[config.mk]
export PLATFORM = sky130hd
export DESIGN_NAME = counter
export DESIGN_NICKNAME = d
export VERILOG_FILES = /design/src/rtl/counter_pkg.sv /design/src/rtl/counter.sv
export SDC_FILE = /design/constraint.sdc
export NUM_CORES = 1
export LEC_CHECK = 0
export ABC_AREA = 1
export CAP_MARGIN = 20
export CORE_AREA = 2 2 44 54
export CTS_BUF_LIST = sky130_fd_sc_hd__clkbuf_4 sky130_fd_sc_hd__clkbuf_8
export DETAILED_ROUTE_END_ITERATION = 12
export DIE_AREA = 0 0 46 56
export GPL_ROUTABILITY_DRIVEN = 1
export GPL_TIMING_DRIVEN = 1
export PLACE_DENSITY_LB_ADDON = 0.25
export SKIP_LAST_GASP = 1
export SYNTH_ARGS = -nofsm -noshare
export SYNTH_HDL_FRONTEND = slang
export SYNTH_SLANG_ARGS = --single-unit
[constraint.sdc]
create_clock -name iClk -period 2 [get_ports iClk]
set_clock_uncertainty 0.2 [all_clocks]
set_input_delay 0.6 -clock iClk [delete_from_list [all_inputs] [get_ports iClk]]
set_output_delay 0.6 -clock iClk [all_outputs]
set_load 0.05 [all_outputs]
[src/rtl/counter_pkg.sv]
// Shared definitions for the periodic tick counter.
//
// COUNTER_WORDSIZE_DEFAULT : default width of the load value, count and
//                            reload registers.
// counter_next_count()     : the value the count register takes on an
//                            enabled cycle without a load (count down,
//                            reload from the reload register when at zero).
package counter_pkg;

    localparam int unsigned COUNTER_WORDSIZE_DEFAULT = 8;

    // The zero case reloads rather than wrapping, so the count never underflows.
    function automatic logic [63:0] counter_next_count(
        input logic [63:0] count,
        input logic [63:0] reload,
        input logic        is_zero
    );
        logic [63:0] next_count;
        next_count = is_zero ? reload : (count - 64'd1);
        return next_count;
    endfunction

endpackage

[src/rtl/counter.sv]
// Loadable, auto-reloading down-counter used as a periodic tick generator.
//
// A load strobe captures the period value N into both the count and the
// reload register. While enabled, the count decrements once per cycle. When
// an enabled cycle finds the count at zero, the count reloads from the reload
// register and oReady pulses for one cycle. With N held and the enable high,
// this gives one tick every N+1 cycles.
//
// Priority on each rising edge: load > enable > hold.
//
// Ports
//   iClk      in   1         system clock, rising edge
//   iReset    in   1         asynchronous reset, active low
//   iLoad     in   1         load strobe for iCounter (count and reload)
//   iEnable   in   1         count enable
//   iCounter  in   WORDSIZE  period value N
//   oCounter  out  WORDSIZE  current count (register output)
//   oReady    out  1         terminal-count pulse (register output)
module counter
    import counter_pkg::*;
#(
    parameter int unsigned WORDSIZE = COUNTER_WORDSIZE_DEFAULT
) (
    input  logic                iClk,
    input  logic                iReset,
    input  logic                iLoad,
    input  logic                iEnable,
    input  logic [WORDSIZE-1:0] iCounter,
    output logic [WORDSIZE-1:0] oCounter,
    output logic                oReady
);

    logic [WORDSIZE-1:0] r_count;
    logic [WORDSIZE-1:0] r_reload;
    logic                r_ready;

    logic                w_is_zero;
    logic [63:0]         w_next_wide;
    logic [WORDSIZE-1:0] w_next_count;

    assign w_is_zero    = (r_count == '0);
    assign w_next_wide  = counter_next_count(64'(r_count), 64'(r_reload), w_is_zero);
    assign w_next_count = w_next_wide[WORDSIZE-1:0];

    always_ff @(posedge iClk or negedge iReset) begin
        if (!iReset) begin
            r_count  <= '0;
            r_reload <= '0;
            r_ready  <= 1'b0;
        end else if (iLoad) begin
            // A load aborts any pending tick, including one due on this edge.
            r_count  <= iCounter;
            r_reload <= iCounter;
            r_ready  <= 1'b0;
        end else if (iEnable) begin
            r_count  <= w_next_count;
            r_ready  <= w_is_zero;
        end else begin
            // Count holds; the tick is never stretched across idle cycles.
            r_ready  <= 1'b0;
        end
    end

    assign oCounter = r_count;
    assign oReady   = r_ready;

endmodule

Word level (Yosys, flattened, before mapping)

Cells that the tools add are included.

Output and inout bits: 9
Word-level logic and storage cells: 11
Bits of input ports: 12
Register bits: 17

Reductions and logical operators: 2
Add/sub/neg operators: 1
Muxes and demuxes: 5

Operator list:

| cell                                             | count |
|---|---|
| two-way mux 8 bit                                | 3 |
| logical NOT 8 bit                                | 1 |
| subtractor 8 x 1 -> 8 bit, second input constant | 1 |
| two-way mux 1 bit                                | 2 |
| nonzero test 2 bit                               | 1 |

Depth between registers and ports, before layout

Gate-level depths: netlist of run 1.

Depth after elaboration: 4
Mapped depth: 8

Worst setup path after synthesis of run 1

No wires, ideal clock.

Path type: register to register
Start: register r_count[0], in the netlist oCounter[0]
End: register r_count[0], in the netlist oCounter[0]
Path slack: 141 ps
Required time: 1,675 ps
Buffers on the path: 0
Stages on the path, launching flop included: 8
Arrival: 1,534 ps
Library setup time: 125 ps
Cell sequence: dfrtp_1 > inv_1 > ha_1 > nor3b_2 > nand2_4 > nand2_1 > nand3_1 > nand3_1

Cells in the longest elaborated chain, start to end: 4
Elaborated cells on any way between the ends: 5
Those cells by class: 1 x add/sub; 3 x mux; 1 x reduce/logical

Ends and longest elaborated chain:

| element                                                               | RTL line                         | source |
|---|---|---|
| start, declared                                                       | counter.sv:33                    | `logic [WORDSIZE-1:0] r_count;` |
| start signal, assigned                                                | counter.sv:52                    | `r_count <= iCounter;` |
| start signal, assigned                                                | counter.sv:56                    | `r_count <= w_next_count;` |
| subtractor 8 x 1 -> 8 bit / logical NOT 8 bit (equally long branches) | counter_pkg.sv:19, counter.sv:41 |  |
| two-way mux 8 bit *                                                   | counter_pkg.sv:19                | `next_count = is_zero ? reload : (count - 64'd1);` |
| two-way mux 8 bit *                                                   | counter.sv:55                    | `end else if (iEnable) begin` |
| two-way mux 8 bit *                                                   | counter.sv:50                    | `end else if (iLoad) begin` |

Mark *: on every way between the ends. The rest lies on a longest branch, timed or not. The select of a mux whose other input is x is not followed.
A chain may end at the register's enable or synchronous reset.

Final worst setup path of run 1

Start: register r_count[2], in the netlist oCounter[2]
End: output port oCounter[2]

RTL lines:

| element       | RTL line      | source |
|---|---|---|
| end, declared | counter.sv:29 | `output logic [WORDSIZE-1:0] oCounter,` |

No word-level cell between the ends.

==> results of run 1 <==
==> cell families after synthesis <==
kind of cell             count (synthesis)
AO/OA/AOI/OAI                           20
XOR/XNOR                                 1
adder cells (fa/ha/maj)                  2
buffers and inverters                   21
flip-flops                              17
AND/OR/NAND/NOR                         65
==> power breakdown <==
| part | switching (mW) | leakage (nW) | internal (mW) | total (mW) |
|---|---|---|---|---|
| clock | 0.106 | 0.0184 | 0.0913 | 0.197 |
| combinational | 0.201 | 0.472 | 0.165 | 0.367 |
| sequential | 0.0544 | 0.208 | 0.377 | 0.432 |
| total | 0.361 | 0.699 | 0.634 | 0.996 |
==> cell usage after synthesis (all sizes together) <==
master / n
nand2: 37
inv: 19
dfrtp: 17
nand3: 16
o21ai: 10
nor2: 9
a21boi: 5
a21oi: 5
buf: 2
ha: 2
nor3: 1
nor3b: 1
or2: 1
xnor2: 1
==> flip-flops by register name, indices dropped and copies added, names as in the netlist <==
signal and cells:
oCounter 8, r_reload 8, oReady 1
==> worst max path at each step <==
stage	endpoint	cells after the start
after global routing	oCounter[3]	1
after CTS	oCounter[3]	1
after detailed placement	oCounter[3]	5
after global placement	oCounter[7]	5
final	oCounter[2]	1
after floorplan	oCounter[0]	7
==> cell type report <==
| class | instances | area (um2) |
|---|---|---|
| inverter | 19 | 71.3 |
| fill | 161 | 658 |
| sequential | 17 | 425 |
| tap | 20 | 25.0 |
| multi-input combinational | 88 | 499 |
| timing repair buffer | 22 | 318 |
| clock buffer | 4 | 30.0 |
==> layer usage <==
| metal | wire (um) | vias up | track usage |
|---|---|---|---|
| met3 | 84 | 7 | 0.0227 |
| met5 | 0 | - | 0 |
| met1 | 900 | 408 | 0.249 |
| met4 | 59 | 0 | 0.114 |
| met2 | 1040 | 28 | 0.294 |
| li1 | - | 451 | - |
==> stage by stage <==
step / area [um2] / instances / utilization / setup slack [ps] / power, mW
global placement: 1340 / 166 / 0.660 / 2.26 / 0.799
finish: 1370 / 170 / 0.675 / 171 / 0.996
detailed placement: 1340 / 166 / 0.660 / -26.2 / 0.807
floorplan: 1010 / 126 / - / 141 / 0.641
global route: 1370 / 170 / 0.675 / 134 / 1.05
CTS: 1370 / 170 / 0.675 / 170 / 1.00
==> flow_results.xml, run 1 <==
<?xml version="1.0" encoding="UTF-8"?>
<metrics>
  <group name="status">
    <metric name="run_status" unit="">finished, final reports clean</metric>
  </group>
  <group name="cells_and_area">
    <metric name="layout-drive-gt1-share" unit="">0.193</metric>
    <metric name="mostFrequentLayoutCells" unit="">sky130_fd_sc_hd__nand2_1, sky130_fd_sc_hd__inv_1, sky130_fd_sc_hd__dfrtp_1, sky130_fd_sc_hd__nand3_1, sky130_fd_sc_hd__clkdlybuf4s50_1</metric>
    <metric name="fin_nets" unit="">165</metric>
    <metric name="area_delta_synth_final" unit="%">36.1</metric>
    <metric name="final_common_cell" unit="">sky130_fd_sc_hd__nand2_1</metric>
    <metric name="antenna_cells" unit="">0</metric>
  </group>
  <group name="setup_path">
    <metric name="worst_ep_arrival" unit="ps">1030</metric>
    <metric name="worst_r2r_path_depth" unit="">7</metric>
    <metric name="crit_path_start" unit="">oCounter[2]</metric>
    <metric name="path_cells" unit="">buf_12</metric>
    <metric name="worst_r2r_startpoint" unit="">oCounter[0]</metric>
    <metric name="gate_family_responsible_for_the_most_delay_along_the_worst_path" unit="">flip-flops</metric>
    <metric name="end_kind" unit="">output port</metric>
    <metric name="timing_worst_setup_path_type" unit="">flip-flop to output port</metric>
    <metric name="slack_of_the_worst_reg_to_reg_path" unit="ps">320</metric>
    <metric name="setup.worst_path.start_class" unit="">flip-flop</metric>
    <metric name="critical_path.n_buffers_inverters" unit="">1</metric>
    <metric name="largest_fanout_of_any_net_on_the_critical_path" unit="">6</metric>
    <metric name="worstReg2RegEnd" unit="">oCounter[0]</metric>
    <metric name="cp_slowest_cell" unit="">sky130_fd_sc_hd__dfrtp_1</metric>
    <metric name="cp_required" unit="ps">1200</metric>
    <metric name="cpPeakStageDelay" unit="ps">550</metric>
  </group>
  <group name="timing">
    <metric name="timing.slew.headroom" unit="">0.775</metric>
    <metric name="report.final.slew_viol_count" unit="">0</metric>
    <metric name="final_period_util" unit="">0.915</metric>
    <metric name="tightest_slew" unit="ps">338</metric>
    <metric name="finalCriticalPeriod" unit="ps">1830</metric>
    <metric name="unrepaired_setup_endpoints_after_global_routing" unit="">no</metric>
    <metric name="max_freq" unit="GHz">0.547</metric>
    <metric name="hold_viol" unit="">0</metric>
    <metric name="finalSetupViolations" unit="">0</metric>
    <metric name="final_hold_slack" unit="ps">335</metric>
    <metric name="totalNegativeSetupSlack" unit="ps">0</metric>
  </group>
  <group name="detailed_routing">
    <metric name="detailedRoute.firstPassIterationCount" unit="">4</metric>
    <metric name="remaining_drc_errors" unit="">0</metric>
    <metric name="drt_first_iter_violations" unit="">24</metric>
    <metric name="routed_wirelength" unit="um">2090</metric>
    <metric name="wire_per_inst" unit="um">12.3</metric>
    <metric name="routed_via_count" unit="">894</metric>
    <metric name="vias_per_cell" unit="">5.26</metric>
    <metric name="ant_nets" unit="">0</metric>
  </group>
  <group name="pwr">
    <metric name="worst_ir_drop_vdd" unit="mV">0.572</metric>
    <metric name="power.density_cell_area" unit="nW/um2">727</metric>
    <metric name="power.static_leakage" unit="nW">0.699</metric>
  </group>
  <group name="yosys">
    <metric name="syn_area_per_cell" unit="um2">7.98</metric>
    <metric name="synth-xor-area-share" unit="">0.00871</metric>
    <metric name="synth.cell_area" unit="um2">1010</metric>
    <metric name="synth.top_cell.area_share" unit="">0.423</metric>
    <metric name="distinct_cell_type_count_after_synthesis" unit="">23</metric>
    <metric name="synth_compound_gate_area_share" unit="">0.112</metric>
    <metric name="netlist_top_cells_area" unit="">sky130_fd_sc_hd__dfrtp_1, sky130_fd_sc_hd__nand2_1, sky130_fd_sc_hd__nand3_1</metric>
    <metric name="synth_top_family_by_area" unit="">simple AND/OR/NAND/NOR gates</metric>
    <metric name="syn-instance-count" unit="">126</metric>
    <metric name="synthAdderAreaFrac" unit="">0.0249</metric>
    <metric name="synth.yosys.warnings" unit="">0</metric>
    <metric name="synthDominantAreaCellType" unit="">sky130_fd_sc_hd__dfrtp_1</metric>
    <metric name="postSynthRegisterBits" unit="">17</metric>
    <metric name="synthesis.nets" unit="">140</metric>
    <metric name="synthSimpleGateAreaFrac" unit="">0.351</metric>
    <metric name="muxShareOfSynthArea" unit="">0</metric>
    <metric name="synth-seq-area-share" unit="">0.423</metric>
  </group>
  <group name="floorplan">
    <metric name="initial_core_util" unit="">0.496</metric>
    <metric name="chipWidth" unit="um">46</metric>
    <metric name="rows" unit="">18</metric>
    <metric name="number_of_top_level_pins" unit="">21</metric>
    <metric name="fp.coreArea" unit="um2">2030</metric>
    <metric name="die_h" unit="um">56</metric>
    <metric name="area_of_the_die" unit="um2">2580</metric>
  </group>
  <group name="grt">
    <metric name="grt_first_pass_wirelength" unit="um">3730</metric>
    <metric name="grt_start_max_net_pins" unit="">19</metric>
    <metric name="gr-usage-all-layers" unit="">0.192</metric>
    <metric name="gr-total-overflow" unit="">0</metric>
    <metric name="grt_antenna_before_repair" unit="">0</metric>
    <metric name="number_of_global_route_vias_before_repair" unit="">894</metric>
  </group>
  <group name="hold_path">
    <metric name="timing.hold.worst.class" unit="">flip-flop to flip-flop</metric>
    <metric name="hold_path_end" unit="">r_reload[2]</metric>
    <metric name="worst_hold_startpoint" unit="">r_reload[2]</metric>
    <metric name="cell_depth_of_the_worst_hold_path" unit="">2</metric>
  </group>
  <group name="clocking">
    <metric name="tritoncts" unit="">built</metric>
    <metric name="clk-insertion-delay-late" unit="ps">290</metric>
    <metric name="number_of_buffers_created_by_cts" unit="">3</metric>
    <metric name="htree_num_levels" unit="">1</metric>
    <metric name="path_clk_slew" unit="ps">90</metric>
    <metric name="postCtsSetupBuffers" unit="">0</metric>
    <metric name="clock-sinks" unit="">17</metric>
    <metric name="cts.root.buffer_cell" unit="">sky130_fd_sc_hd__clkbuf_4</metric>
    <metric name="clk_path_buf_depth" unit="">2</metric>
    <metric name="hold_buffers" unit="">0</metric>
    <metric name="post_cts_resize_count" unit="">0</metric>
  </group>
  <group name="job">
    <metric name="maxCapViolations" unit="">0</metric>
  </group>
  <group name="placement">
    <metric name="port_buffers" unit="">20</metric>
    <metric name="hpwl" unit="um">1640</metric>
    <metric name="place.gp.congestion" unit="">0.853</metric>
  </group>
</metrics>
Power figures use the tool's default switching activity.
==> inputs of run 2 (changes only) <==
Settings changed: ABC_AREA 1 to unset, CORE_AREA 2 2 44 54 to 2 2 42 52, DIE_AREA 0 0 46 56 to 0 0 44 54.
==> flow_results.xml, run 2 <==
<?xml version="1.0" encoding="UTF-8"?>
<metrics>
  <group name="status">
    <metric name="run_status" unit="">finished, final reports clean</metric>
  </group>
  <group name="timing">
    <metric name="finalCriticalPeriod" unit="ps">1890</metric>
    <metric name="hold_viol" unit="">0</metric>
    <metric name="report.final.slew_viol_count" unit="">0</metric>
    <metric name="totalNegativeSetupSlack" unit="ps">0</metric>
    <metric name="unrepaired_setup_endpoints_after_global_routing" unit="">no</metric>
    <metric name="max_freq" unit="GHz">0.530</metric>
    <metric name="final_period_util" unit="">0.943</metric>
    <metric name="timing.slew.headroom" unit="">0.781</metric>
    <metric name="finalSetupViolations" unit="">0</metric>
    <metric name="tightest_slew" unit="ps">326</metric>
  </group>
  <group name="setup_path">
    <metric name="cp_required" unit="ps">1200</metric>
    <metric name="timing_worst_setup_path_type" unit="">flip-flop to output port</metric>
    <metric name="setup.worst_path.start_class" unit="">flip-flop</metric>
    <metric name="end_kind" unit="">output port</metric>
    <metric name="worst_r2r_startpoint" unit="">oCounter[0]</metric>
    <metric name="crit_path_start" unit="">oCounter[2]</metric>
    <metric name="largest_fanout_of_any_net_on_the_critical_path" unit="">6</metric>
    <metric name="worst_ep_arrival" unit="ps">1090</metric>
    <metric name="cpPeakStageDelay" unit="ps">460</metric>
    <metric name="path_cells" unit="">buf_4 -&gt; buf_12</metric>
    <metric name="cp_slowest_cell" unit="">sky130_fd_sc_hd__dfrtp_1</metric>
  </group>
  <group name="yosys">
    <metric name="syn-instance-count" unit="">85</metric>
    <metric name="netlist_top_cells_area" unit="">sky130_fd_sc_hd__dfrtp_1, sky130_fd_sc_hd__mux2_2, sky130_fd_sc_hd__o21ai_0</metric>
    <metric name="synthesis.nets" unit="">99</metric>
    <metric name="postSynthRegisterBits" unit="">17</metric>
    <metric name="synth.yosys.warnings" unit="">0</metric>
    <metric name="syn_area_per_cell" unit="um2">10.9</metric>
    <metric name="async_reset_ff_frac" unit="">1.00</metric>
    <metric name="synthDominantAreaCellType" unit="">sky130_fd_sc_hd__dfrtp_1</metric>
    <metric name="synth-seq-area-share" unit="">0.461</metric>
    <metric name="synth.top_cell.area_share" unit="">0.461</metric>
    <metric name="synth.top_cells.by_count" unit="">sky130_fd_sc_hd__dfrtp_1, sky130_fd_sc_hd__o21ai_0, sky130_fd_sc_hd__mux2_2, sky130_fd_sc_hd__a22oi_1, sky130_fd_sc_hd__nor2_1</metric>
    <metric name="synth_ff_type" unit="">sky130_fd_sc_hd__dfrtp_1</metric>
    <metric name="synth_enable_flop_cells" unit="">0</metric>
    <metric name="synth.cell_area" unit="um2">923</metric>
    <metric name="synth.most_common_cell" unit="">sky130_fd_sc_hd__dfrtp_1</metric>
    <metric name="distinct_cell_type_count_after_synthesis" unit="">36</metric>
  </group>
  <group name="clocking">
    <metric name="post_cts_resize_count" unit="">0</metric>
    <metric name="cts.root.buffer_cell" unit="">sky130_fd_sc_hd__clkbuf_4</metric>
    <metric name="tritoncts" unit="">built</metric>
    <metric name="clk-insertion-delay-late" unit="ps">300</metric>
    <metric name="htree_num_levels" unit="">1</metric>
    <metric name="clock-sinks" unit="">17</metric>
    <metric name="hold_buffers" unit="">0</metric>
    <metric name="clk_path_buf_depth" unit="">2</metric>
    <metric name="number_of_buffers_created_by_cts" unit="">3</metric>
    <metric name="path_clk_slew" unit="ps">100</metric>
    <metric name="postCtsSetupBuffers" unit="">0</metric>
  </group>
  <group name="cells_and_area">
    <metric name="finish.utilization" unit="">0.691</metric>
    <metric name="multi_input_comb_area" unit="um2">464</metric>
    <metric name="sequential_cell_area" unit="um2">425</metric>
    <metric name="final-instance-count-excl-fill" unit="">138</metric>
    <metric name="mostFrequentLayoutCells" unit="">sky130_fd_sc_hd__dfrtp_1, sky130_fd_sc_hd__buf_4, sky130_fd_sc_hd__clkdlybuf4s50_1, sky130_fd_sc_hd__buf_12, sky130_fd_sc_hd__o21ai_0</metric>
    <metric name="final_common_cell" unit="">sky130_fd_sc_hd__dfrtp_1</metric>
    <metric name="layout-drive-gt1-share" unit="">0.339</metric>
    <metric name="fin_nets" unit="">133</metric>
    <metric name="area_delta_synth_final" unit="%">44.9</metric>
    <metric name="filler_cell_count" unit="">153</metric>
    <metric name="antenna_cells" unit="">0</metric>
  </group>
  <group name="floorplan">
    <metric name="area_of_the_die" unit="um2">2380</metric>
    <metric name="die_h" unit="um">54</metric>
    <metric name="chipWidth" unit="um">44</metric>
    <metric name="number_of_top_level_pins" unit="">21</metric>
    <metric name="initial_core_util" unit="">0.477</metric>
    <metric name="rows" unit="">18</metric>
    <metric name="fp.coreArea" unit="um2">1940</metric>
  </group>
  <group name="detailed_routing">
    <metric name="routed_wirelength" unit="um">2110</metric>
    <metric name="routed_via_count" unit="">776</metric>
    <metric name="ant_nets" unit="">0</metric>
    <metric name="wire_per_inst" unit="um">15.3</metric>
    <metric name="drt_first_iter_violations" unit="">11</metric>
    <metric name="detailedRoute.firstPassIterationCount" unit="">4</metric>
    <metric name="vias_per_cell" unit="">5.62</metric>
    <metric name="remaining_drc_errors" unit="">0</metric>
  </group>
  <group name="grt">
    <metric name="gr-usage-all-layers" unit="">0.207</metric>
    <metric name="grt_start_max_net_pins" unit="">18</metric>
    <metric name="grt_first_pass_wirelength" unit="um">3510</metric>
    <metric name="grt_antenna_before_repair" unit="">0</metric>
    <metric name="gr-total-overflow" unit="">0</metric>
    <metric name="number_of_global_route_vias_before_repair" unit="">778</metric>
  </group>
  <group name="pwr">
    <metric name="power.density_cell_area" unit="nW/um2">736</metric>
    <metric name="power.static_leakage" unit="nW">0.603</metric>
    <metric name="report.power.total" unit="mW">0.984</metric>
    <metric name="worst_ir_drop_vdd" unit="mV">0.430</metric>
  </group>
  <group name="placement">
    <metric name="hpwl" unit="um">1570</metric>
    <metric name="post-place-cells" unit="">134</metric>
    <metric name="place.gp.congestion" unit="">0.806</metric>
    <metric name="port_buffers" unit="">20</metric>
  </group>
  <group name="hold_path">
    <metric name="timing.hold.worst.class" unit="">flip-flop to flip-flop</metric>
    <metric name="worst_hold_startpoint" unit="">r_reload[5]</metric>
  </group>
  <group name="job">
    <metric name="maxCapViolations" unit="">0</metric>
  </group>
</metrics>
==> run 2: worst max-delay path, delay by kind of cell, from the launching register on <==
family / cells / cell delay (ps)
DFF: 1 / 460
buffers and inverters: 2 / 330
==> run 2: cell type report <==
cell class                 count  share of cell area
multi-input combinational     61               0.347
sequential                    17               0.318
timing repair buffer          32               0.284
tap                           20              0.0187
clock buffer                   3              0.0168
inverter                       4              0.0112
clock inverter                 1             0.00374
==> run 2: report_power, final <==
| part | internal [mW] | switching, mW |
|---|---|---|
| combinational | 0.194 | 0.183 |
| clock | 0.0746 | 0.111 |
| sequential | 0.379 | 0.0413 |
| total | 0.648 | 0.336 |
==> run 2: final timing paths <==
path | end | slack, ps | cells past startpoint
setup / recovery | oCounter[2] | 110 | 2
hold / removal | r_reload[5] | 310 | 1
setup reg to reg | oCounter[2] | 150 | 5
hold reg to reg | r_reload[5] | 310 | 1
max in group asynchronous | r_reload[4] | 1000 | 2
min in group asynchronous | r_reload[0] | 410 | 2
==> run 2: metal layers <==
| layer | share of wire | track usage | routed length, um | up-vias |
|---|---|---|---|---|
| li1 | - | - | - | 379 |
| met1 | 0.42 | 0.234 | 896 | 370 |
| met2 | 0.51 | 0.338 | 1070 | 23 |
| met3 | 0.047 | 0.0503 | 100 | 4 |
| met4 | 0.019 | 0.152 | 41 | 0 |
| met5 | 0 | 0 | 0 | - |
==> run 2: through the flow <==
step	area [um2]	setup WS [ps]	hold slack, ps
after CTS	1340	108	316
final	1340	114	309
after detailed placement	1310	-25.3	291
after floorplan	923	8.49	104
after global routing	1340	54.8	332
after global placement	1310	-22.5	291
==> run 2: logic make-up (layout without fill, tap and decap cells) <==
| group | Yosys count | count (layout) | share of synthesized area |
|---|---|---|---|
| DFF | 17 | 17 | 0.461 |
| buffers and inverters | 7 | 40 | 0.0366 |
| muxes | 9 | 9 | 0.107 |
| xor gates and xnor gates | 3 | 3 | 0.0285 |
| adders and majority gates | 2 | 2 | 0.0271 |
| and+or+nand+nor | 23 | 23 | 0.161 |
| AOI/OAI and AO/OA | 24 | 24 | 0.179 |
==> inputs of run 3 (changes only) <==
Settings changed: ABC_AREA set to 1, CORE_AREA 2 2 42 52 to 2 2 44 54, DIE_AREA 0 0 44 54 to 0 0 46 56.
==> results of run 3 <==
Final layout, timing and power as in run 1 (identical DEF).
